--- src/rtl/render_seq_pkg.sv ---
// render_seq_pkg: shared state encoding, default widths and watchdog width helper for render_seq_ctrl
package render_seq_pkg;
  typedef enum logic [1:0] {IDLE, CLEAR, DRAW} state_t;
  localparam int FRAME_CNT_W_DEF = 16;
  localparam int DROP_CNT_W_DEF = 8;
  localparam int TIMEOUT_CYCLES_DEF = 1_000_000;
  function automatic int wdt_w(input int n);
    return (n < 1) ? 1 : $clog2(n + 1);
  endfunction
endpackage

--- src/rtl/render_seq_ctrl_if.sv ---
// render_seq_ctrl_if: pass/swap handshake pulses between the render sequencer and its engines
interface render_seq_ctrl_if;
  logic vblank_start;
  logic start_render;
  logic clear_done;
  logic draw_done;
  logic clear_start;
  logic draw_start;
  logic swap_req;
  modport master (
    input  vblank_start, start_render, clear_done, draw_done,
    output clear_start, draw_start, swap_req
  );
  modport slave (
    output vblank_start, start_render, clear_done, draw_done,
    input  clear_start, draw_start, swap_req
  );
endinterface

--- src/rtl/sat_counter.sv ---
// sat_counter: W-bit up counter with clear, either wrapping or saturating at all-ones
module sat_counter #(
  parameter int W = 8,
  parameter bit SAT = 1'b0
) (
  input  logic         clk,
  input  logic         rst,
  input  logic         clr,
  input  logic         inc,
  output logic [W-1:0] cnt
);
  // count up; hold at all-ones when saturating
  always_ff @(posedge clk)
    cnt <= (rst || clr) ? '0 : (inc && !(SAT && &cnt)) ? cnt + 1'b1 : cnt;
endmodule

--- src/rtl/render_seq_ctrl.sv ---
// render_seq_ctrl: per-frame clear/draw sequencer with VBLANK swap requests; RENDER_SEQ_WDT_EN adds a per-pass watchdog
module render_seq_ctrl
  import render_seq_pkg::*;
#(
  parameter int FRAME_CNT_W = FRAME_CNT_W_DEF,
  parameter int DROP_CNT_W = DROP_CNT_W_DEF
`ifdef RENDER_SEQ_WDT_EN
  ,
  parameter int TIMEOUT_CYCLES = TIMEOUT_CYCLES_DEF
`endif
) (
  input  logic                   clk_sys,
  input  logic                   srst,
  input  logic                   enable,
  render_seq_ctrl_if.master      bus,
  output logic                   render_idle,
  output logic [FRAME_CNT_W-1:0] frame_cnt,
  output logic [DROP_CNT_W-1:0]  drop_cnt,
  output logic                   overrun,
  output logic                   err_timeout
);
  state_t state, state_d;
  logic frame_ready, booted, go, done, swap, drop, wdt_hit;
  // next state plus swap/drop decisions; a pass start outranks a swap in the same cycle
  always_comb begin
    go = (state == IDLE) && enable && (bus.start_render || !booted);
    done = (state == DRAW) && bus.draw_done;
    state_d = (state == IDLE) ? (go ? CLEAR : IDLE)
            : (state == CLEAR) ? (bus.clear_done ? DRAW : wdt_hit ? IDLE : CLEAR)
            : ((bus.draw_done || wdt_hit) ? IDLE : DRAW);
    swap = bus.vblank_start && (state == IDLE) && frame_ready && !go;
    drop = bus.vblank_start && enable && !swap;
  end
  // state register and registered pulse outputs
  always_ff @(posedge clk_sys) begin
    if (srst) begin
      state <= IDLE;
      frame_ready <= 1'b0;
      booted <= 1'b0;
      bus.clear_start <= 1'b0;
      bus.draw_start <= 1'b0;
      bus.swap_req <= 1'b0;
      overrun <= 1'b0;
      render_idle <= 1'b1;
    end else begin
      state <= state_d;
      frame_ready <= done ? 1'b1 : swap ? 1'b0 : frame_ready;
      booted <= booted || go;
      bus.clear_start <= go;
      bus.draw_start <= (state == CLEAR) && bus.clear_done;
      bus.swap_req <= swap;
      overrun <= drop;
      render_idle <= (state_d == IDLE);
    end
  end
  sat_counter #(.W(FRAME_CNT_W), .SAT(1'b0)) u_frame_cnt (
    .clk(clk_sys), .rst(srst), .clr(1'b0), .inc(done), .cnt(frame_cnt)
  );
  sat_counter #(.W(DROP_CNT_W), .SAT(1'b1)) u_drop_cnt (
    .clk(clk_sys), .rst(srst), .clr(1'b0), .inc(drop), .cnt(drop_cnt)
  );
`ifdef RENDER_SEQ_WDT_EN
  localparam int WDT_W = wdt_w(TIMEOUT_CYCLES);
  logic [WDT_W-1:0] wdt;
  assign wdt_hit = (state != IDLE) && (wdt == WDT_W'(TIMEOUT_CYCLES - 1));
  // cycles spent in the current state, restarted on every state entry
  always_ff @(posedge clk_sys)
    wdt <= (srst || state_d != state) ? '0 : (state != IDLE) ? wdt + 1'b1 : wdt;
  // sticky timeout flag; a done pulse on the last cycle still completes the pass
  always_ff @(posedge clk_sys)
    err_timeout <= srst ? 1'b0 : err_timeout || (wdt_hit && state_d == IDLE && !done);
`else
  assign wdt_hit = 1'b0;
  assign err_timeout = 1'b0;
`endif
endmodule
--- src/flat_wrapper.sv ---
// flat-port wrapper written by rule: the top's interface ports become plain ports
module render_seq_ctrl_flat import render_seq_pkg::*;
#(
  parameter int FRAME_CNT_W = FRAME_CNT_W_DEF,
  parameter int DROP_CNT_W = DROP_CNT_W_DEF

)
  (clk_sys, srst, enable, render_idle, frame_cnt, drop_cnt, overrun, err_timeout, bus_vblank_start, bus_start_render, bus_clear_done, bus_draw_done, bus_clear_start, bus_draw_start, bus_swap_req);
  render_seq_ctrl_if bus_i ();
  input  logic clk_sys;
  input  logic srst;
  input  logic enable;
  output logic render_idle;
  output logic [FRAME_CNT_W-1:0] frame_cnt;
  output logic [DROP_CNT_W-1:0] drop_cnt;
  output logic overrun;
  output logic err_timeout;
  input wire logic [$bits(bus_i.vblank_start)-1:0] bus_vblank_start;
  input wire logic [$bits(bus_i.start_render)-1:0] bus_start_render;
  input wire logic [$bits(bus_i.clear_done)-1:0] bus_clear_done;
  input wire logic [$bits(bus_i.draw_done)-1:0] bus_draw_done;
  output wire logic [$bits(bus_i.clear_start)-1:0] bus_clear_start;
  output wire logic [$bits(bus_i.draw_start)-1:0] bus_draw_start;
  output wire logic [$bits(bus_i.swap_req)-1:0] bus_swap_req;
  assign bus_i.vblank_start = bus_vblank_start;
  assign bus_i.start_render = bus_start_render;
  assign bus_i.clear_done = bus_clear_done;
  assign bus_i.draw_done = bus_draw_done;
  assign bus_clear_start = bus_i.clear_start;
  assign bus_draw_start = bus_i.draw_start;
  assign bus_swap_req = bus_i.swap_req;
  render_seq_ctrl #(.FRAME_CNT_W(FRAME_CNT_W), .DROP_CNT_W(DROP_CNT_W)) u_core (.clk_sys(clk_sys), .srst(srst), .enable(enable), .bus(bus_i), .render_idle(render_idle), .frame_cnt(frame_cnt), .drop_cnt(drop_cnt), .overrun(overrun), .err_timeout(err_timeout));
endmodule
--- config.mk ---
export PLATFORM = sky130hd
export DESIGN_NAME = render_seq_ctrl_flat
export DESIGN_NICKNAME = d
export VERILOG_FILES = /design/src/rtl/render_seq_pkg.sv /design/src/rtl/render_seq_ctrl_if.sv /design/src/rtl/sat_counter.sv /design/src/rtl/render_seq_ctrl.sv /design/src/flat_wrapper.sv
export SDC_FILE = /design/constraint.sdc
export NUM_CORES = 1
export LEC_CHECK = 0
export BUFFER_PORTS_ARGS = -buffer_cell sky130_fd_sc_hd__buf_2
export CORE_MARGIN = 1
export CORE_UTILIZATION = 55
export DETAILED_ROUTE_END_ITERATION = 16
export GPL_TIMING_DRIVEN = 0
export PLACE_DENSITY = 0.82
export RECOVER_POWER = 50
export SLEW_MARGIN = 40
export SYNTH_ARGS = -nofsm -noshare
export SYNTH_HDL_FRONTEND = slang
export SYNTH_SLANG_ARGS = --single-unit
--- constraint.sdc ---
create_clock -name clk_sys -period 2.4 [get_ports clk_sys]
set_input_delay 0.24 -clock clk_sys [delete_from_list [all_inputs] [get_ports clk_sys]]
set_output_delay 0.24 -clock clk_sys [all_outputs]
set_load 0.1 [all_outputs]
# Word-level counts from Yosys, hierarchy flattened
# Cells that the tools add are included.
[word_totals]
reg_bits = 33
word_cells = 41
out_inout_bits = 30
input_bits = 7
[op_classes]
add_sub_neg = 2
n_mux = 7
reduce_logical = 20
n_eq_ne = 2
[ops]
columns = ["cell", "count"]
rows = [
  ["adder 16 x 1 -> 16 bit, second input constant", 1],
  ["logical AND 1 bit", 10],
  ["adder 8 x 1 -> 8 bit, second input constant", 1],
  ["2-to-1 mux 2 bit", 4],
  ["AND reduction 8 bit", 1],
  ["zero test 1 bit", 4],
  ["zero test 2 bit", 2],
  ["2-to-1 mux 1 bit", 3],
  ["equality test 2 x 1 -> 1 bit, second input constant", 1],
  ["equality test 2 bit, second input constant", 1],
  ["logical OR 1 bit", 2],
  ["nonzero test 2 bit", 1],
]

# Depth between registers and ports, before layout
[depth]
depth_word = 8
ltp_mapped = 5
depth_no_buf = 5

# Hierarchy
# A second synthesis with hierarchy kept.
[hier_totals]
hier_cells = 158
hier_area_um2 = 1473.9
[by_module_without_submodules]
columns = ["mod", "n_inst", "area_per_inst_um2", "cells_each"]
rows = [
  ["sat_counter at u_core.u_frame_cnt", 1, 716.9, 81],
  ["sat_counter at u_core.u_drop_cnt", 1, 420.4, 44],
  ["render_seq_ctrl", 1, 336.6, 33],
]

# Worst setup path before layout
# Ideal clock, no wire load.
[synth_path]
kind = "flip-flop to flip-flop"
from = "register u_core.u_frame_cnt.cnt[4]"
to = "register u_core.u_frame_cnt.cnt[14]"
setup_slack_ns = 0.009
setup_ns = 0.121
path_stages_with_launch = 5
t_arrival_ns = 2.271
period_less_slack_ns = 2.391
cell_sequence = "dfxtp_1 -> nand4_1 -> or2_1 -> nor4_1 -> mux2_2"
[synth_between]
elab_chain_cells = 1
[synth_rtl]
columns = ["element", "line_no", "source"]
rows = [
  ["start, declared", "sat_counter.sv:10", "output logic [W-1:0] cnt"],
  ["start signal, assigned", "sat_counter.sv:14", "cnt <= (rst || clr) ? '0 : (inc && !(SAT && &cnt)) ? cnt + 1'b1 : cnt;"],
  ["adder 16 x 1 -> 16 bit", "sat_counter.sv:14", ""],
]
# Every way passes these cells.
# A chain may end at the register's enable or synchronous reset.

# Final worst setup path
[layout_path]
from = "register u_core.state[1]"
to = "register u_core.u_frame_cnt.cnt[15]"
[layout_between]
elab_chain_cells = 2
[layout_rtl]
columns = ["element", "line_no", "source"]
rows = [
  ["start, declared", "render_seq_ctrl.sv:22", "state_t state, state_d;"],
  ["start signal, assigned", "render_seq_ctrl.sv:46", "state <= state_d;"],
  ["equality test 2 bit", "render_seq_ctrl.sv:27", "done = (state == DRAW) && bus.draw_done;"],
  ["logical AND 1 bit", "render_seq_ctrl.sv:27", ""],
]
# Every way passes these cells.

==> impl_metrics.py <==
metrics = {
    "run_status": {
        "outcome": "completed",
    },
    "sta": {
        "setup_viol": 0,
        "rsz0062_at_grt": "no",
        "hold_viol_final": 0,
        "hold_ws_ns": 0.189,
        "fmax_mhz": 527,
        "max_slew_margin_pct": 22.3,
        "final.period_utilization_pct": 79.1,
        "maxSlewViolCount": 0,
        "fin_tns_setup_ns": 0,
        "worst_slew_pin_slew_ns": 1.17,
        "clock_skew_ns": 0.00621,
        "fin_crit_ns": 1.90,
    },
    "logic_synthesis": {
        "synth_compound_area_share_pct": 13.1,
        "synth_cell_types": 38,
        "ys_seq_area_share_pct": 45.0,
        "synth_fa_ha_area_share_pct": 1.70,
        "synth_xor_xnor_area_share_pct": 5.37,
        "avgSynthCellArea_um2": 8.80,
        "synth_top_family_by_area": "simple AND/OR/NAND/NOR gates",
        "synthCells": 167,
        "yosys_warnings": 0,
        "syn_area_um2": 1470,
        "muxShareOfSynthArea_pct": 2.98,
        "synth-seq-cells": 33,
        "synthesis.nets": 176,
        "synth-simple-area-share_pct": 28.3,
    },
    "placed_design": {
        "hpwl_mm": 2.29,
        "dpl_cell_area_um2": 1680,
        "place.gp.congestion": 0.832,
        "portBuffers": 35,
    },
    "hold_path": {
        "hp-class": "input port to flop",
        "min-delay-start": "bus_clear_done",
    },
    "critical_path": {
        "path_cells": "and3b_1, clkbuf_1, nand4_4, or4_1, a21oi_1",
        "worst-endpoint-required_ns": 2.68,
        "worstPathArrival_ns": 2.17,
        "worstPathMaxFanout": 7,
        "crit_path_end_kind": "flop",
        "r2r_start": "u_core.state[1]",
        "crit_type": "flop to flop",
        "max_stage_delay_ns": 0.53,
        "cp-start-kind": "flop",
        "crit_path_top_delay_cell": "or4_1",
        "setup.worst_path.start": "u_core.state[1]",
    },
    "layout": {
        "drive_gt1_share_pct": 15.2,
        "fin_area_um2": 1710,
        "multi_input_area_um2": 759,
        "layout.area.seq_um2": 661,
        "final_common_cell": "dfxtp_1",
        "antenna_cells": 0,
        "nNetsFinal": 218,
        "syn_to_final_growth_pct": 16.4,
        "final_cell_mix": "dfxtp_1 (33), clkbuf_1 (23), nor2_1 (22)",
        "fillers": 223,
    },
    "drt": {
        "vias": 1371,
        "ant_nets": 0,
        "wl_mm": 3.16,
        "wire_per_inst_um": 13.2,
        "dr.pass1.iters": 4,
        "drc": 0,
        "post_drt_via_cell_ratio": 5.71,
        "drt-initial-drc-count": 33,
    },
    "clock_network": {
        "cts_sinks": 33,
        "cts_max_level": 2,
        "post_cts_buffers": 0,
        "cts_tree": "built",
        "postCtsResizedCells": 0,
        "cts.reportedPaths.clkPinSlew_ns": 0.11,
        "cts_buffers": 5,
        "cts_root_buffer": "clkbuf_4",
        "cts_hold_buf": 0,
        "clk_path_buf_depth": 2,
        "insertion_delay_ns": 0.34,
    },
    "global_routing": {
        "grt_first_pass_wirelength_mm": 5.14,
        "grt_antenna_before_repair": 0,
        "gr-usage-all-layers_pct": 25.3,
        "grt_pass1_vias": 1195,
        "grt_max_degree": 12,
        "globalRouteOverflowTotal": 0,
    },
    "floorplanning": {
        "die_h_um": 53.7,
        "coreArea_um2": 2500,
        "die_x_um": 53.7,
        "dieArea_um2": 2880,
        "rows": 18,
        "initial_core_util_pct": 58.8,
        "ioPinCount": 37,
    },
    "power": {
        "p_per_area_nw_per_um2": 579,
        "ir_drop_v": 0.000578,
        "total_power_uw": 990,
        "leakagePower_uw": 0.000638,
    },
    "flow_run": {
        "maxCapViolations": 0,
    },
}
[cell families (layout without fill, tap and decap cells)]
logic type                 Yosys count  after routing
adders and majority gates            2              2
xor gates and xnor gates             9              9
DFF                                 33             33
buffers and inverters               11             54
and+or+nand+nor                     78             78
other                                1              1
AOI/OAI and AO/OA                   29             29
muxes                                4              4
[final cells by class]
class	count	area share [%]
Multi-Input combinational cell	123	44.4
Sequential cell	33	38.6
Timing Repair Buffer	35	8.92
Clock buffer	5	2.19
Tap cell	30	2.19
Buffer	6	1.54
Inverter	5	1.10
Clock inverter	3	1.02
[power breakdown]
| group | internal [µW] | leakage (µW) | switching (µW) |
|---|---|---|---|
| sequential | 559 | 0.000267 | 9.63 |
| combinational | 21.9 | 0.000340 | 89.7 |
| clock | 110 | 0.0000310 | 200 |
[synth_stat cells (all sizes together)]
library cell,count,area share (%)
o21ai,5,1.7
and3b,1,0.60
or3,5,2.1
xor2,2,1.2
xnor2,7,4.2
nand3,7,2.4
and4,1,0.60
mux2,3,2.3
nor4,3,1.3
dfxtp,33,45
clkbuf,3,0.77
nand2,11,2.8
nor2b,5,2.1
o2111ai,1,0.60
nand2b,2,0.85
and2,1,0.43
a31o,1,0.60
nand3b,1,0.51
or4,4,2.0
nand4,7,4.0
conb,1,0.26
a2111o,1,0.77
o31ai,5,2.6
a21o,2,1.0
ha,2,1.7
a31oi,1,0.43
buf,3,1.3
inv,5,1.3
a21oi,11,3.7
or2,1,0.43
o311ai,2,1.7
mux2i,1,0.68
nor2,22,5.6
and3,1,0.43
nor3,6,2.0
[worst max-delay path, delay by kind of cell (launching register included)]
kind,cells,cell delay [ns]
buf+inv,1,0.29
compound gates,1,0.17
flops,1,0.46
simple gates,3,0.91
[final timing paths]
kind / end / slack, ns / depth (start not counted)
min reg2reg: u_core.booted / 0.47 / 1
max reg2reg: u_core.u_frame_cnt.cnt[15] / 0.50 / 5
max: u_core.u_frame_cnt.cnt[15] / 0.50 / 5
min: u_core.bus.draw_start / 0.19 / 2
[routing by layer]
metal	track usage [%]	wire length, µm	vias up	part of all wire (%)
met4	12.7	48	0	1.5
met2	41.6	1530	43	48
li1	-	-	682	-
met1	28.4	1410	638	45
met5	0	0	-	0
met3	9.32	167	8	5.3
[state kept, by name, summed over array words and instances (netlist names)]
name,cells
u_core.u_frame_cnt.cnt,16
u_core.u_drop_cnt.cnt,8
u_core.bus.swap_req,1
u_core.booted,1
u_core.state,2
u_core.overrun,1
u_core.bus.clear_start,1
u_core.frame_ready,1
u_core.bus.draw_start,1
u_core.render_idle,1
[through the flow]
step                      setup WS [ns]  util [%]  instances
final                             0.502      68.4        240
after global routing              0.415      68.4        240
after detailed placement          0.637      67.3        232
after global placement            0.659      67.3        232
after CTS                         0.605      69.5        240
after floorplan                 0.00868         -        167
(Power assumes the default switching activity.)
